$ cat config.mk
export PLATFORM = sky130hd
export DESIGN_NAME = exu_muldiv_ctrl_flat
export DESIGN_NICKNAME = d
export VERILOG_FILES = /design/src/rtl/exu_muldiv_ctrl_pkg.sv /design/src/rtl/exu_muldiv_ctrl_if.sv /design/src/rtl/exu_div_iter.sv /design/src/rtl/exu_muldiv_ctrl.sv /design/src/flat_wrapper.sv
export SDC_FILE = /design/constraint.sdc
export NUM_CORES = 2
export LEC_CHECK = 0
export CAP_MARGIN = 20
export CORE_ASPECT_RATIO = 2
export CORE_UTILIZATION = 50
export DETAILED_ROUTE_END_ITERATION = 16
export PLACE_DENSITY = 0.66
export SETUP_SLACK_MARGIN = 0.2
export SYNTH_ARGS = -nofsm -noshare
export SYNTH_HDL_FRONTEND = slang
export SYNTH_HIERARCHICAL = 1
export SYNTH_SLANG_ARGS = --single-unit
$ cat constraint.sdc
create_clock -name clk -period 22.1 [get_ports clk]
set_input_delay 6.63 -clock clk [delete_from_list [all_inputs] [get_ports clk]]
set_output_delay 6.63 -clock clk [all_outputs]
set_load 0.005 [all_outputs]
$ cat src/rtl/exu_muldiv_ctrl_pkg.sv
// Shared types and sizing for the MULDIV execution unit controller.
// FSM encodings, op count and iteration count live here; operand width is XLEN.
package exu_muldiv_ctrl_pkg;

  localparam int unsigned XLEN     = 32;
  localparam int unsigned PW       = 2 * XLEN;
  localparam int unsigned OP_CNT   = 8;
  localparam int unsigned ITER_CNT = 32;
  localparam int unsigned CNT_W    = $clog2(ITER_CNT);
  localparam logic [CNT_W-1:0] CNT_LAST = CNT_W'(ITER_CNT - 1);

  typedef enum logic [1:0] {
    ST_IDLE = 2'd0,
    ST_MUL  = 2'd1,
    ST_DIV  = 2'd2,
    ST_DONE = 2'd3
  } state_e;

  // One-hot op select as presented on the interface, MSB first.
  typedef struct packed {
    logic mul;
    logic mulh;
    logic mulhsu;
    logic mulhu;
    logic div;
    logic divu;
    logic rem;
    logic remu;
  } op_t;

  // Decoded operation controls latched at accept.
  typedef struct packed {
    logic sel_lo;
    logic sel_rem;
    logic a_sgn;
    logic b_sgn;
  } ctrl_t;

  function automatic logic [XLEN-1:0] mag(input logic [XLEN-1:0] v, input logic sgn);
    return (sgn && v[XLEN-1]) ? XLEN'(~v + 1'b1) : v;
  endfunction

  function automatic logic [XLEN-1:0] neg_if(input logic [XLEN-1:0] v, input logic n);
    return n ? XLEN'(~v + 1'b1) : v;
  endfunction

endpackage

$ cat src/rtl/exu_muldiv_ctrl_if.sv
// Dispatch/result interface between the issue pipeline and the MULDIV controller.
interface exu_muldiv_ctrl_if;
  import exu_muldiv_ctrl_pkg::*;

  logic            req_muldiv_i;
  logic [XLEN-1:0] muldiv_op1_i;
  logic [XLEN-1:0] muldiv_op2_i;
  logic            op_mul_i;
  logic            op_mulh_i;
  logic            op_mulhsu_i;
  logic            op_mulhu_i;
  logic            op_div_i;
  logic            op_divu_i;
  logic            op_rem_i;
  logic            op_remu_i;
  logic            flush_i;
  logic            stall_o;
  logic            busy_o;
  logic            result_valid_o;
  logic [XLEN-1:0] result_o;

  modport slave (
    input  req_muldiv_i, muldiv_op1_i, muldiv_op2_i,
    input  op_mul_i, op_mulh_i, op_mulhsu_i, op_mulhu_i,
    input  op_div_i, op_divu_i, op_rem_i, op_remu_i, flush_i,
    output stall_o, busy_o, result_valid_o, result_o
  );

  modport master (
    output req_muldiv_i, muldiv_op1_i, muldiv_op2_i,
    output op_mul_i, op_mulh_i, op_mulhsu_i, op_mulhu_i,
    output op_div_i, op_divu_i, op_rem_i, op_remu_i, flush_i,
    input  stall_o, busy_o, result_valid_o, result_o
  );

endinterface

$ cat src/rtl/exu_div_iter.sv
// One restoring division step: shift the next dividend bit into the partial
// remainder, trial-subtract the divisor and shift the quotient bit in.
module exu_div_iter
  import exu_muldiv_ctrl_pkg::*;
(
  input  logic [XLEN-1:0] rem_i,
  input  logic [XLEN-1:0] quo_i,
  input  logic [XLEN-1:0] divisor_i,
  output logic [XLEN-1:0] rem_c,
  output logic [XLEN-1:0] quo_c
);

  logic [XLEN:0] shift_c;
  logic [XLEN:0] diff_c;
  logic          fit_c;

  // Partial remainder stays below the divisor, so XLEN+1 bits cover the shift.
  always_comb begin
    shift_c = {rem_i, quo_i[XLEN-1]};
    diff_c  = shift_c - {1'b0, divisor_i};
    fit_c   = ~diff_c[XLEN];
    rem_c   = fit_c ? diff_c[XLEN-1:0] : shift_c[XLEN-1:0];
    quo_c   = {quo_i[XLEN-2:0], fit_c};
  end

endmodule

$ cat src/rtl/exu_muldiv_ctrl.sv
// Multi-cycle RISC-V M-extension controller: FSM, sign handling and result mux.
// Define MULDIV_ITER_MUL_EN for a 32-cycle shift-add multiplier instead of a single-cycle multiply.
module exu_muldiv_ctrl
  import exu_muldiv_ctrl_pkg::*;
(
  input logic              clk,
  input logic              rst,
  exu_muldiv_ctrl_if.slave bus
);

  state_e           state_q, state_d;
  logic [CNT_W-1:0] cnt_q, cnt_d;
  ctrl_t            ctrl_q, ctrl_d, ctrl_in;
  op_t              op_in;
  logic             is_mul_in;
  logic [XLEN-1:0]  op1_q, op1_d, op2_q, op2_d;
  logic [XLEN-1:0]  quo_q, quo_d, rem_q, rem_d;
  logic [XLEN-1:0]  result_q, result_d;
  logic             valid_q, valid_d, busy_q, busy_d;

  logic [XLEN-1:0]  divisor_c, div_rem_c, div_quo_c, mul_res_c;
  logic             res_neg_c, rem_neg_c;

`ifdef MULDIV_ITER_MUL_EN
  logic [PW-1:0]    acc_q, acc_d, mcand_q, mcand_d, acc_next_c, prod_c;
`else
  logic signed [XLEN:0]   mul_a_c, mul_b_c;
  logic signed [PW-1:0]   prod_c;
`endif

  // Decode the one-hot op select into sign/result controls.
  always_comb begin
    op_in = {bus.op_mul_i, bus.op_mulh_i, bus.op_mulhsu_i, bus.op_mulhu_i,
             bus.op_div_i, bus.op_divu_i, bus.op_rem_i, bus.op_remu_i};
    is_mul_in       = op_in.mul | op_in.mulh | op_in.mulhsu | op_in.mulhu;
    ctrl_in.sel_lo  = op_in.mul;
    ctrl_in.sel_rem = op_in.rem | op_in.remu;
    ctrl_in.a_sgn   = op_in.mulh | op_in.mulhsu | op_in.div | op_in.rem;
    ctrl_in.b_sgn   = op_in.mulh | op_in.div | op_in.rem;
  end

  always_comb begin
    divisor_c = mag(op2_q, ctrl_q.b_sgn);
    res_neg_c = (ctrl_q.a_sgn & op1_q[XLEN-1]) ^ (ctrl_q.b_sgn & op2_q[XLEN-1]);
    rem_neg_c = ctrl_q.a_sgn & op1_q[XLEN-1];
  end

  exu_div_iter u_div_iter (
    .rem_i     (rem_q),
    .quo_i     (quo_q),
    .divisor_i (divisor_c),
    .rem_c     (div_rem_c),
    .quo_c     (div_quo_c)
  );

`ifdef MULDIV_ITER_MUL_EN
  // Shift-add on magnitudes; the sign is applied to the final accumulation.
  always_comb begin
    acc_next_c = quo_q[0] ? acc_q + mcand_q : acc_q;
    prod_c     = res_neg_c ? PW'(~acc_next_c + 1'b1) : acc_next_c;
    mul_res_c  = ctrl_q.sel_lo ? prod_c[XLEN-1:0] : prod_c[PW-1:XLEN];
  end
`else
  // 33x33 signed multiply; the extra bit carries each operand's signedness.
  always_comb begin
    mul_a_c   = {ctrl_q.a_sgn & op1_q[XLEN-1], op1_q};
    mul_b_c   = {ctrl_q.b_sgn & op2_q[XLEN-1], op2_q};
    prod_c    = PW'(mul_a_c) * PW'(mul_b_c);
    mul_res_c = ctrl_q.sel_lo ? prod_c[XLEN-1:0] : prod_c[PW-1:XLEN];
  end
`endif

  // Next-state and datapath update; flush overrides everything.
  always_comb begin
    state_d  = state_q;
    cnt_d    = cnt_q;
    ctrl_d   = ctrl_q;
    op1_d    = op1_q;
    op2_d    = op2_q;
    quo_d    = quo_q;
    rem_d    = rem_q;
    result_d = result_q;
`ifdef MULDIV_ITER_MUL_EN
    acc_d    = acc_q;
    mcand_d  = mcand_q;
`endif
    if (bus.flush_i) begin
      state_d = ST_IDLE;
      cnt_d   = '0;
    end else begin
      unique case (state_q)
        ST_IDLE: begin
          if (bus.req_muldiv_i) begin
            op1_d  = bus.muldiv_op1_i;
            op2_d  = bus.muldiv_op2_i;
            ctrl_d = ctrl_in;
            cnt_d  = '0;
            if (~|op_in) begin
              state_d  = ST_DONE;
              result_d = '0;
            end else if (is_mul_in) begin
              state_d = ST_MUL;
`ifdef MULDIV_ITER_MUL_EN
              acc_d   = '0;
              mcand_d = PW'(mag(bus.muldiv_op1_i, ctrl_in.a_sgn));
              quo_d   = mag(bus.muldiv_op2_i, ctrl_in.b_sgn);
`endif
            end else if (bus.muldiv_op2_i == '0) begin
              state_d  = ST_DONE;
              result_d = ctrl_in.sel_rem ? bus.muldiv_op1_i : '1;
            end else begin
              state_d = ST_DIV;
              quo_d   = mag(bus.muldiv_op1_i, ctrl_in.a_sgn);
              rem_d   = '0;
            end
          end
        end
        ST_MUL: begin
`ifdef MULDIV_ITER_MUL_EN
          acc_d   = acc_next_c;
          mcand_d = mcand_q << 1;
          quo_d   = quo_q >> 1;
          cnt_d   = cnt_q + CNT_W'(1);
          if (cnt_q == CNT_LAST) begin
            state_d  = ST_DONE;
            cnt_d    = '0;
            result_d = mul_res_c;
          end
`else
          state_d  = ST_DONE;
          result_d = mul_res_c;
`endif
        end
        ST_DIV: begin
          quo_d = div_quo_c;
          rem_d = div_rem_c;
          cnt_d = cnt_q + CNT_W'(1);
          if (cnt_q == CNT_LAST) begin
            state_d  = ST_DONE;
            cnt_d    = '0;
            result_d = ctrl_q.sel_rem ? neg_if(div_rem_c, rem_neg_c)
                                      : neg_if(div_quo_c, res_neg_c);
          end
        end
        ST_DONE: state_d = ST_IDLE;
        default: state_d = ST_IDLE;
      endcase
    end
    valid_d = (state_d == ST_DONE);
    busy_d  = (state_d != ST_IDLE);
  end

  always_ff @(posedge clk or posedge rst) begin
    if (rst) begin
      state_q  <= ST_IDLE;
      cnt_q    <= '0;
      ctrl_q   <= '0;
      op1_q    <= '0;
      op2_q    <= '0;
      quo_q    <= '0;
      rem_q    <= '0;
      result_q <= '0;
      valid_q  <= 1'b0;
      busy_q   <= 1'b0;
`ifdef MULDIV_ITER_MUL_EN
      acc_q    <= '0;
      mcand_q  <= '0;
`endif
    end else begin
      state_q  <= state_d;
      cnt_q    <= cnt_d;
      ctrl_q   <= ctrl_d;
      op1_q    <= op1_d;
      op2_q    <= op2_d;
      quo_q    <= quo_d;
      rem_q    <= rem_d;
      result_q <= result_d;
      valid_q  <= valid_d;
      busy_q   <= busy_d;
`ifdef MULDIV_ITER_MUL_EN
      acc_q    <= acc_d;
      mcand_q  <= mcand_d;
`endif
    end
  end

  assign bus.stall_o        = bus.req_muldiv_i & (state_q != ST_DONE);
  assign bus.busy_o         = busy_q;
  assign bus.result_valid_o = valid_q;
  assign bus.result_o       = result_q;

endmodule

$ cat src/flat_wrapper.sv
// flat-port wrapper written by rule: the top's interface ports become plain ports
module exu_muldiv_ctrl_flat import exu_muldiv_ctrl_pkg::*;
  (clk, rst, bus_req_muldiv_i, bus_muldiv_op1_i, bus_muldiv_op2_i, bus_op_mul_i, bus_op_mulh_i, bus_op_mulhsu_i, bus_op_mulhu_i, bus_op_div_i, bus_op_divu_i, bus_op_rem_i, bus_op_remu_i, bus_flush_i, bus_stall_o, bus_busy_o, bus_result_valid_o, bus_result_o);
  exu_muldiv_ctrl_if bus_i ();
  input logic clk;
  input logic rst;
  input wire logic [$bits(bus_i.req_muldiv_i)-1:0] bus_req_muldiv_i;
  input wire logic [$bits(bus_i.muldiv_op1_i)-1:0] bus_muldiv_op1_i;
  input wire logic [$bits(bus_i.muldiv_op2_i)-1:0] bus_muldiv_op2_i;
  input wire logic [$bits(bus_i.op_mul_i)-1:0] bus_op_mul_i;
  input wire logic [$bits(bus_i.op_mulh_i)-1:0] bus_op_mulh_i;
  input wire logic [$bits(bus_i.op_mulhsu_i)-1:0] bus_op_mulhsu_i;
  input wire logic [$bits(bus_i.op_mulhu_i)-1:0] bus_op_mulhu_i;
  input wire logic [$bits(bus_i.op_div_i)-1:0] bus_op_div_i;
  input wire logic [$bits(bus_i.op_divu_i)-1:0] bus_op_divu_i;
  input wire logic [$bits(bus_i.op_rem_i)-1:0] bus_op_rem_i;
  input wire logic [$bits(bus_i.op_remu_i)-1:0] bus_op_remu_i;
  input wire logic [$bits(bus_i.flush_i)-1:0] bus_flush_i;
  output wire logic [$bits(bus_i.stall_o)-1:0] bus_stall_o;
  output wire logic [$bits(bus_i.busy_o)-1:0] bus_busy_o;
  output wire logic [$bits(bus_i.result_valid_o)-1:0] bus_result_valid_o;
  output wire logic [$bits(bus_i.result_o)-1:0] bus_result_o;
  assign bus_i.req_muldiv_i = bus_req_muldiv_i;
  assign bus_i.muldiv_op1_i = bus_muldiv_op1_i;
  assign bus_i.muldiv_op2_i = bus_muldiv_op2_i;
  assign bus_i.op_mul_i = bus_op_mul_i;
  assign bus_i.op_mulh_i = bus_op_mulh_i;
  assign bus_i.op_mulhsu_i = bus_op_mulhsu_i;
  assign bus_i.op_mulhu_i = bus_op_mulhu_i;
  assign bus_i.op_div_i = bus_op_div_i;
  assign bus_i.op_divu_i = bus_op_divu_i;
  assign bus_i.op_rem_i = bus_op_rem_i;
  assign bus_i.op_remu_i = bus_op_remu_i;
  assign bus_i.flush_i = bus_flush_i;
  assign bus_stall_o = bus_i.stall_o;
  assign bus_busy_o = bus_i.busy_o;
  assign bus_result_valid_o = bus_i.result_valid_o;
  assign bus_result_o = bus_i.result_o;
  exu_muldiv_ctrl u_core (.clk(clk), .rst(rst), .bus(bus_i));
endmodule
==> run_results.csv <==
group,metric,value,unit
status,status,"finished, final reports clean",
sta,drv_slew,0,
run,drv_cap,0,
setup_path,crit_fanout,7,
synth,synth-simple-area-share,15.96,%
sta,finalClockSkew,0.04067,ns
synth,synth_most_common_cell,"inv_1",
finish,syn_to_final_growth,4.887,%
synth,ys_seq_area_share,8.333,%
floorplanning,die_h,457.9,um
cts,clockBufferDepth,3,
min_path,holdPathStages,2,
sta,post-route-min-period,14.55,ns
setup_path,startpoint_type,"input port",
finish,layout.nets,7202,
route,wl_per_cell,22.89,um
setup_path,rr_startpoint,"u_core/ctrl_q[1]",
route,drt-vias-per-instance,5.782,
synth,synth_nets,7369,
sta,max-slew-margin-rel,22.61,%
sta,tightest_slew,1.153,ns
sta,final.setup.tns,0,ns
synth,yosysWarnings,6,
global_route,antenna_found_initial,6,
floorplanning,io_pins,111,
floorplanning,start_util,50.63,%
cts,htreeDepth,4,
sta,period_share,65.85,%
place,place_hpwl,132.9,mm
floorplanning,rows,166,
route,first_pass_iters,6,
place,preCtsSetupSlack,7.557,ns
synth,synth_area,51950,um2
min_path,hold_path_class,"flop to flop",
global_route,grt_pass1_vias,45517,
synth,ys_seq_elements,173,
sta,fmaxAchievable,68.72,MHz
synth,yosys.area.top_type,"fa_1",
synth,synthAdderAreaFrac,49.51,%
sta,setup_slack,7.547,ns
sta,hold_viol_final,0,
synth,synth-xor-area-share,3.422,%
synth,yosys-top-cells-count,"1192 x inv_1, 1126 x fa_1, 943 x nand2_1",
synth,synth_async_sr_flop_share,100.0,%
global_route,track_usage,32.13,%
cts,cts_root_buf,"clkbuf_16",
route,drt-initial-drc-count,2385,
floorplanning,dieArea,105300,um2
cts,cts_resized,0,
synth,ys_types,105,
synth,ys.flop_type,"dfrtp_1",
cts,clock_sinks,173,
floorplanning,core,102600,um2
global_route,grt_pass1_wl,255.0,mm
floorplanning,die-width,229.9,um
cts,cts_hold_buffers,0,
cts,cts_tree,"yes",
synth,synth_compound_area_share,8.540,%
min_path,min-delay-start,"u_core/op1_q[19]",
synth,synth.area.top_cells,"fa_1 43%, inv_1 8.6%, dfrtp_1 8.3%, nand2_1 6.8%, ha_1 6.1%",
synth,synth_edf_count,0,
cts,worstSkewPairLatency,0.54,ns
global_route,grt_start_max_net_pins,81,
global_route,grt.overflow.total,0,
setup_path,crit_path_end_kind,"primary output",
place,portBuffers,110,
setup_path,worstSetupPathType,"input port to primary output",
route,vias,41015,
route,postRouteWirelength,162.4,mm
place,gp_congestion,0.9914,
cts,post-cts-setup-buffers,0,
sta,finalSetupViolations,0,
finish,drive_gt1_share,4.643,%
synth,synthCells,5913,
synth,syn_avg_cell_area,8.786,um2
finish,antenna_cells,0,
sta,rsz0062_at_grt,"no",
setup_path,crit_required,15.47,ns
route,ant_nets,0,
setup_path,rrSetupSlack,12.17,ns
synth,yosys-mux-area-fraction,2.360,%
synth,synth_top_family_by_area,"adder cells",
setup_path,reg2reg_depth,26,
route,drc,0,
synth,yosysTopAreaCellShare,43.39,%
cts,clk_pin_slew_worst_paths,0.07,ns
cts,cts_made_buffers,25,
finish,fill_cells,9685,
setup_path,worst_ep_arrival_time,7.92,ns
setup_path,crit_start,"bus_req_muldiv_i",
kinds of logic after synthesis:
kind of cell,count (synthesis)
simple gates,1763
buf+inv,1582
fa+ha+maj,1380
compound gates,709
xor+xnor,203
flops,173
mux,103
state kept, by name, indices dropped and copies added (netlist names):
name                       count
u_core/state_q                 2
u_core/cnt_q                   5
u_core/ctrl_q                  4
u_core/bus.busy_o              1
u_core/bus.result_o           32
u_core/quo_q                  32
u_core/rem_q                  32
u_core/op2_q                  32
u_core/bus.result_valid_o      1
u_core/op1_q                  32
per-stage QoR:
step	cell area [um2]	hold WS [ns]	instances	utilization, %
floorplan	51950	0.4510	5913	-
finish	54490	0.4859	7094	53.11
CTS	54490	0.4915	7094	53.11
global route	54490	0.5144	7094	53.11
global placement	53740	0.4684	7063	52.37
detailed placement	53740	0.4745	7063	52.37
final timing paths:
kind | to
max | bus_stall_o
min | u_core/op1_q[19]
max reg2reg | u_core/bus.result_o[26]
min reg2reg | u_core/op1_q[19]
max in group asynchronous | u_core/op2_q[28]
min in group asynchronous | u_core/quo_q[3]
per-layer routing:
layer | routed length (um) | track usage [%]
met1 | 50950 | 31.40
met2 | 90290 | 61.60
met3 | 7216 | 3.069
met4 | 13920 | 23.70
met5 | 34 | 0
layout by cell type (no fill, tap or decap), drive strengths merged, types with 11 or more instances in the layout:
| cell | synthesis | routed |
|---|---|---|
| mux2 | 89 | 89 |
| nand4 | 27 | 27 |
| clkdlybuf4s50 | 1 | 110 |
| inv | 1194 | 1195 |
| a21o | 42 | 42 |
| xnor2 | 125 | 125 |
| nor2b | 13 | 13 |
| mux2i | 14 | 14 |
| and2 | 359 | 359 |
| nor3 | 47 | 47 |
| clkbuf | 299 | 27 |
| nor2 | 157 | 157 |
| nand3 | 66 | 66 |
| o21a | 22 | 22 |
| ha | 254 | 254 |
| o21ai | 223 | 223 |
| buf | 87 | 84 |
| nand2 | 944 | 944 |
| nand2b | 29 | 29 |
| dfrtp | 173 | 173 |
| o31ai | 24 | 24 |
| a21oi | 200 | 200 |
| nor4 | 29 | 29 |
| xor2 | 78 | 78 |
| or3 | 21 | 21 |
| a221oi | 11 | 11 |
| o211ai | 26 | 26 |
| o21bai | 16 | 16 |
| a211oi | 15 | 15 |
| a31oi | 43 | 43 |
| fa | 1126 | 1126 |
| and3 | 32 | 32 |
final cells by class:
type / count / area (um2) / area share [%]
clock inverter: 4 / 98.84 / 0.1814
sequential: 173 / 4343 / 7.970
tap: 1344 / 1682 / 3.086
inverter: 1194 / 4494 / 8.248
clock buffer: 27 / 653.1 / 1.199
timing repair buffer: 194 / 1732 / 3.178
multi-input combinational: 4158 / 41490 / 76.14
critical path: stages:
cell and delay (ns):
clkdlybuf4s50_1 0.60, nor2b_1 0.18, clkdlybuf4s50_1 0.51
Power is not shown: default switching activity piles up to over one toggle a cycle in this logic, so the estimate is an artifact.
